`config.mk`:
```
export PLATFORM = sky130hd
export DESIGN_NAME = sha_round_ctrl
export DESIGN_NICKNAME = d
export VERILOG_FILES = /design/src/rtl/sha_round_ctrl.sv
export SDC_FILE = /design/constraint.sdc
export NUM_CORES = 1
export LEC_CHECK = 0
export CAP_MARGIN = 20
export CORE_MARGIN = 2
export CORE_UTILIZATION = 45
export CTS_CLUSTER_DIAMETER = 100
export DETAILED_ROUTE_END_ITERATION = 12
export DONT_BUFFER_PORTS = 1
export GPL_ROUTABILITY_DRIVEN = 0
export PLACE_DENSITY_LB_ADDON = 0.08
export SLEW_MARGIN = 20
export SYNTH_ARGS = -nofsm -noshare
export SYNTH_HDL_FRONTEND = slang
export SYNTH_SLANG_ARGS = --single-unit
```
`constraint.sdc`:
```
create_clock -name clk -period 2.3 [get_ports clk]
set_clock_uncertainty 0.15 [all_clocks]
set_input_delay 0.23 -clock clk [delete_from_list [all_inputs] [get_ports clk]]
set_output_delay 0.23 -clock clk [all_outputs]
set_load 0.05 [all_outputs]
```
`src/rtl/sha_round_ctrl.sv`:
```
// sha_round_ctrl: round sequencer for the SHA-2 compression datapath.
// Accepts one message block per handshake, then issues the a..h load, one
// round enable per cycle, the H += a..h update, and holds the digest-ready
// strobe until downstream takes it.
//
// Handshakes: a block transfers on a rising edge where blk_valid and
// blk_ready are both high. blk_ready is high only in IDLE when abort is low.
// dig_valid is held in DONE until a rising edge where dig_ready is high.

package sha;
    typedef enum logic [2:0] {
        SHA1   = 3'd0,
        SHA224 = 3'd1,
        SHA256 = 3'd2,
        SHA384 = 3'd3,
        SHA512 = 3'd4
    } mode_t;
endpackage

module sha_round_ctrl #(
    parameter int ROUNDS_256 = 64,
    parameter int ROUNDS_512 = 80,
    parameter int IDX_W      = 7
) (
    input  logic             clk,
    input  logic             rstn,
    input  sha::mode_t       mode,
    input  logic             blk_first,
    input  logic             blk_valid,
    output logic             blk_ready,
    input  logic             abort,
    output logic             load_en,
    output logic             iv_sel,
    output logic             round_en,
    output logic [IDX_W-1:0] round_idx,
    output logic             w_from_msg,
    output logic             h_upd,
    output logic             dig_valid,
    input  logic             dig_ready,
    output logic             busy,
    output logic             err_mode,
    output logic [2:0]       dbg_state
);

    localparam logic [2:0] S_INIT  = 3'd0;
    localparam logic [2:0] S_IDLE  = 3'd1;
    localparam logic [2:0] S_ERR   = 3'd2;
    localparam logic [2:0] S_LOAD  = 3'd3;
    localparam logic [2:0] S_ROUND = 3'd4;
    localparam logic [2:0] S_FINAL = 3'd5;
    localparam logic [2:0] S_DONE  = 3'd6;

    localparam logic [IDX_W-1:0] LAST_256  = IDX_W'(ROUNDS_256 - 1);
    localparam logic [IDX_W-1:0] LAST_512  = IDX_W'(ROUNDS_512 - 1);
    localparam logic [IDX_W-1:0] MSG_WORDS = IDX_W'(16);

    logic [2:0]       r_state;
    logic [2:0]       w_next;
    logic [IDX_W-1:0] r_idx;
    logic [IDX_W-1:0] w_last_idx;
    sha::mode_t       r_mode;
    logic             r_first;
    logic             w_accept;
    logic             w_round_last;

    assign w_accept     = blk_valid & blk_ready;
    // Round count comes from the mode latched at acceptance, never the live input.
    assign w_last_idx   = (r_mode == sha::SHA384 || r_mode == sha::SHA512) ? LAST_512 : LAST_256;
    assign w_round_last = (r_idx == w_last_idx);

    // Next-state decode; abort overrides accept, dig_ready and round advance.
    always_comb begin
        w_next = r_state;
        if (abort) begin
            w_next = S_IDLE;
        end else begin
            case (r_state)
                S_INIT:  w_next = S_IDLE;
                S_IDLE:  if (blk_valid) w_next = (mode == sha::SHA1) ? S_ERR : S_LOAD;
                S_ERR:   w_next = S_IDLE;
                S_LOAD:  w_next = S_ROUND;
                S_ROUND: if (w_round_last) w_next = S_FINAL;
                S_FINAL: w_next = S_DONE;
                S_DONE:  if (dig_ready) w_next = S_IDLE;
                default: w_next = S_IDLE;
            endcase
        end
    end

    // State register.
    always_ff @(posedge clk or negedge rstn) begin
        if (!rstn) r_state <= S_INIT;
        else       r_state <= w_next;
    end

    // Round counter: advances only inside ROUND and wraps to 0 on leaving it.
    always_ff @(posedge clk or negedge rstn) begin
        if (!rstn)                                           r_idx <= '0;
        else if (abort || r_state != S_ROUND || w_round_last) r_idx <= '0;
        else                                                 r_idx <= r_idx + 1'b1;
    end

    // Block attributes captured at acceptance and held for the whole block.
    always_ff @(posedge clk or negedge rstn) begin
        if (!rstn) begin
            r_mode  <= sha::SHA256;
            r_first <= 1'b0;
        end else if (w_accept) begin
            r_mode  <= mode;
            r_first <= blk_first;
        end
    end

    assign blk_ready  = (r_state == S_IDLE) & ~abort;
    assign load_en    = (r_state == S_LOAD);
    assign iv_sel     = (r_state == S_LOAD) & r_first;
    assign round_en   = (r_state == S_ROUND);
    assign round_idx  = r_idx;
    assign w_from_msg = (r_state == S_ROUND) && (r_idx < MSG_WORDS);
    assign h_upd      = (r_state == S_FINAL);
    assign dig_valid  = (r_state == S_DONE);
    assign busy       = (r_state != S_IDLE) && (r_state != S_INIT);
    assign err_mode   = (r_state == S_ERR);
    assign dbg_state  = r_state;

endmodule
```
* Word-level counts from Yosys, hierarchy flattened *
Cells that the tools add are included.

word-level totals
  register bits after elaboration = 14
  input bits = 9
  logic and storage cells = 40

operators by class
  add/sub/neg operators = 1
  magnitude comparators = 1
  equality and inequality tests = 14
  muxes and demuxes = 8
  bitwise logic cells = 4
  reduce and logical (&&, ||, !) cells = 8

operator list
  kind                                                                  count
  3-bit one-hot mux with 5 select lines                                 1
  7-bit two-way mux                                                     2
  3-bit == test, second input constant                                  4
  3-bit two-way mux                                                     4
  3-bit by 2-bit == test with 1-bit output, second input constant       3
  7-bit by 1-bit adder with 7-bit output, second input constant         1
  7-bit == test                                                         1
  7-bit by 5-bit < comparator with 1-bit output, second input constant  1
  3-bit by 2-bit != test with 1-bit output, second input constant       2
  3-bit != test, second input constant                                  2
  1-bit AND                                                             3
  3-bit by 1-bit == test with 1-bit output, second input constant       1
  3-bit logical NOT                                                     1
  1-bit logical OR                                                      3
  3-bit by 1-bit != test with 1-bit output, second input constant       1
  3-bit AND reduction                                                   1
  3-bit nonzero test                                                    1
  1-bit logical AND                                                     2
  1-bit two-way mux                                                     1
  1-bit NOT                                                             1

* Depth between registers and ports, before layout *
Gate-level depths: netlist (run 1).

  word-level depth = 7
  depth in mapped cells = 6
  depth with buffers taken out = 5

* Least setup slack after synthesis (run 1) *
No wires, ideal clock.

  kind = register -> output
  start point = register r_state[2], in the netlist dbg_state[2]
  end point = output port w_from_msg
  arrival = 2.743 ns
  data required time = 1.920 ns
  setup slack = -0.823 ns
  cell stages (with the launch flop) = 4
  cell sequence = dfrtp_1 -> buf_2 -> or3b_4 -> nor4_1

on the way
  longest elaborated chain between the ends = 2

RTL lines
  element                   RTL line  source
  start: declaration        57        logic [2:0] r_state;
  start signal: assignment  93        else r_state <= w_next;
  3-bit == test             119       assign w_from_msg = (r_state == S_ROUND) && (r_idx < MSG_WORDS);
  1-bit logical AND         119
  end: declaration          36        output logic w_from_msg,

No other way between the ends.

* Worst setup path after layout (run 1) *
  start point = register r_state[0], in the netlist dbg_state[0]
  end point = register r_state[1], in the netlist dbg_state[1]

on the way
  longest elaborated chain between the ends = 3
  elaborated cells between the ends (all ways) = 11
  those cells by class = 8 x eq/ne; 2 x mux; 1 x reduce/logical

RTL lines
  element                                                          RTL line  source
  3-bit == test (tied with other cells)                            77        case (r_state)
  3-bit one-hot mux with 5 select lines (tied with other cells)    77
  3-bit two-way mux / 3-bit AND reduction (equally long branches)  -

Several ways; a longest one is shown, not always the timed one.
A chain may end at the register's enable or synchronous reset.

==> results_dict.tcl, run 1 <==
set metrics [dict create \
    status "finished clean" \
    post-place-ws_ns 0.561 \
    grt_pass1_wl_um 2700 \
    post_route_cells_drive_above_1_share_pct 37.3 \
    reg2reg_depth 5 \
    cts_made_buffers 3 \
    slowest_stage "dlygate4sd3_1" \
    ioPinCount 28 \
    synth_warnings 0 \
    path_clk_slew_ns 0.09 \
    syn_area_per_cell_um2 10.4 \
    slew_violations 0 \
    ys_types 38 \
    place_inst 116 \
    fillers 140 \
    nets 113 \
    min_path_type "input pin to register" \
    fin_ws_ns 0.282 \
    leakage_nw 0.473 \
    tightest_slew_ns 0.614 \
    dieArea_um2 2150 \
    synthAdderAreaFrac_pct 1.55 \
    final_hold_viol_count 0 \
    yosysTopAreaCell "dfrtp_1" \
    setup_viol 0 \
    yosys.area.top_type_share_pct 40.2 \
    htreeDepth 1 \
    fin_cells 127 \
    grt_start_max_net_pins 15 \
    synth_top_family_by_area "simple AND/OR/NAND/NOR gates" \
    synthXorXnorAreaFrac_pct 5.42 \
    placement.io_buffers 0 \
    fin_crit_sh_pct 87.8 \
    grt_usage_pct 18.1 \
    via_per_inst 5.27 \
    synthesis.area_um2 808 \
    syn_to_final_growth_pct 33.7 \
    synthSimpleGateAreaFrac_pct 24.8 \
    muxShareOfSynthArea_pct 5.57 \
    cp_max_fo 10 \
    die_x_um 46.4 \
    cp_data_required_time_ns 2.31 \
    ys_seq_area_share_pct 43.5 \
    antenna_found_initial 0 \
    synth-edff-count 0 \
    vias 669 \
    crit_cells 5 \
    regArea_um2 354 \
    hold_depth 2 \
    relSlewSlack_pct 58.9 \
    clk_path_buf_depth 2 \
    avgRoutedWirePerCell_um 13.5 \
    async_reset_ff_share_pct 100 \
    cts_root_buffer "clkbuf_4" \
    clk_latency_ns 0.28 \
    slowest_delay_ns 0.57 \
    cts.sinks 14 \
    synth_compound_area_share_pct 15.5 \
    period_needed_ns 2.02 \
    multi_input_area_um2 450 \
    cts_setup_buffers 0 \
    cp-end-kind "register" \
    ys_ff_latch 14 \
    ys_dominant_reg_cell "dfrtp_1" \
    synth_fp_nets 88 \
    diodes 0 \
    hpwl_um 1250 \
    die_h_um 46.4 \
    drt_pre_antenna_iters 4 \
    cap_violations 0 \
    globalRoute.totalOverflow 0 \
    synthTopCellsByArea "dfrtp_1 (40%), a211oi_1 (5.6%), mux2_2 (5.6%), dfstp_2 (3.3%), xnor2_1 (3.3%)" \
    tns_ns 0 \
    netlist_instances 78 \
    coreArea_um2 1710 \
    crit_family "buffers and inverters" \
    rows 15 \
    timing.fmax_ghz 0.495 \
    cp-start-kind "register" \
    arrival_ns 2.03 \
    path_cells "buf_4 > and3b_1 > a31oi_1 > a21oi_1 > dlygate4sd3_1" \
    grt_pass1_vias 619 \
    drc 0 \
    ir_worst_vdd_mv 0.465 \
    rsz0062_at_grt "no" \
    final_cell_mix "buf_4 (17), dfrtp_1 (11), dlygate4sd3_1 (7)" \
    cts_tree "yes" \
    first_iter_violations 7 \
    drt_wl_total_um 1710 \
    layout_commonest_cell "buf_4" \
    postRouteAntennaNets 0 \
    start_util_pct 47.3 \
    worst-path-buf-inv 2 \
    path_class "register to register" \
    powerDensity_nw_per_um2 674 \
]
==> state kept, by name (all words and copies together), names as in the netlist <==
name and count:
round_idx 7, dbg_state 3, r_mode 3, r_first 1
==> cells in the mapped netlist (2+ instances only) <==
cell,count
nor2_1,6
dfrtp_1,13
a211oi_1,6
nor2b_1,2
and3b_1,2
mux2_2,4
xnor2_1,3
inv_1,3
o21ai_0,2
nand2_1,5
buf_2,2
xor2_1,2
nand3_1,2
a21oi_1,2
==> per-layer routing <==
| metal | global-route usage (%) | wire length, µm | vias up |
|---|---|---|---|
| met4 | 3.43 | 10 | 0 |
| li1 | - | - | 332 |
| met5 | 0 | 0 | - |
| met1 | 22.2 | 778 | 317 |
| met3 | 7.45 | 105 | 2 |
| met2 | 30.0 | 814 | 18 |
==> power by group <==
group,internal [mW],switching (mW)
clock network,0.0963,0.0804
logic,0.0919,0.135
registers,0.284,0.0413
total,0.472,0.257
==> logic make-up after synthesis <==
| group | after synthesis |
|---|---|
| AO/OA/AOI/OAI | 17 |
| XOR/XNOR | 5 |
| AND/OR/NAND/NOR | 30 |
| buffers and inverters | 7 |
| flip-flops | 14 |
| multiplexers | 4 |
| adder cells (fa/ha/maj) | 1 |
==> through the flow <==
stage | utilization [%] | hold WS, ns | power, mW | instance area, µm²
floorplan | - | -0.216 | 0.498 | 835
global placement | 57.1 | -0.215 | 0.537 | 975
detailed placement | 57.1 | -0.215 | 0.540 | 975
CTS | 63.3 | 0.0223 | 0.730 | 1080
global route | 63.3 | 0.0181 | 0.762 | 1080
finish | 63.3 | 0.0181 | 0.729 | 1080
==> final cells by class <==
type / instances / share of cell area [%]
clock buffer: 4 / 3.36
timing repair buffer: 24 / 18.3
multi-input combinational: 57 / 41.7
tap: 25 / 2.89
sequential: 14 / 32.8
inverter: 3 / 1.04
==> what timing repair did <==
action / in CTS / in global routing
hold buffers: 7 / 0
resized for setup: 0 / 0
hold endpoints to repair: 21 / 0
==> worst paths after layout <==
check | from | endpoint | slack [ns]
setup / recovery | dbg_state[0] | dbg_state[1] | 0.28
hold / removal | abort | dbg_state[0] | 0.02
setup reg to reg | dbg_state[0] | dbg_state[1] | 0.28
hold reg to reg | r_first | r_first | 0.36
max in group asynchronous | rstn | dbg_state[2] | 1.32
min in group asynchronous | rstn | round_idx[4] | 0.24
No activity file was read; power rests on OpenSTA's default activity.
==> run 2, diff against run 1 <==
--- a/config.mk
+++ b/config.mk
@@ -5,6 +5,7 @@
 export SDC_FILE = /design/constraint.sdc
 export NUM_CORES = 1
 export LEC_CHECK = 0
+export ABC_CLOCK_PERIOD_IN_PS = 2300
 export CAP_MARGIN = 20
 export CORE_MARGIN = 2
 export CORE_UTILIZATION = 45
==> results of run 2 <==
No change in the layout: final DEF, timing and power equal those of run 1.
==> run 3, diff against run 2 <==
--- a/config.mk
+++ b/config.mk
@@ -6,7 +6,7 @@
 export NUM_CORES = 1
 export LEC_CHECK = 0
 export ABC_CLOCK_PERIOD_IN_PS = 2300
-export CAP_MARGIN = 20
+export CAP_MARGIN = 10
 export CORE_MARGIN = 2
 export CORE_UTILIZATION = 45
 export CTS_CLUSTER_DIAMETER = 100
==> results of run 3 <==
No change in the layout: final DEF, timing and power equal those of run 1.
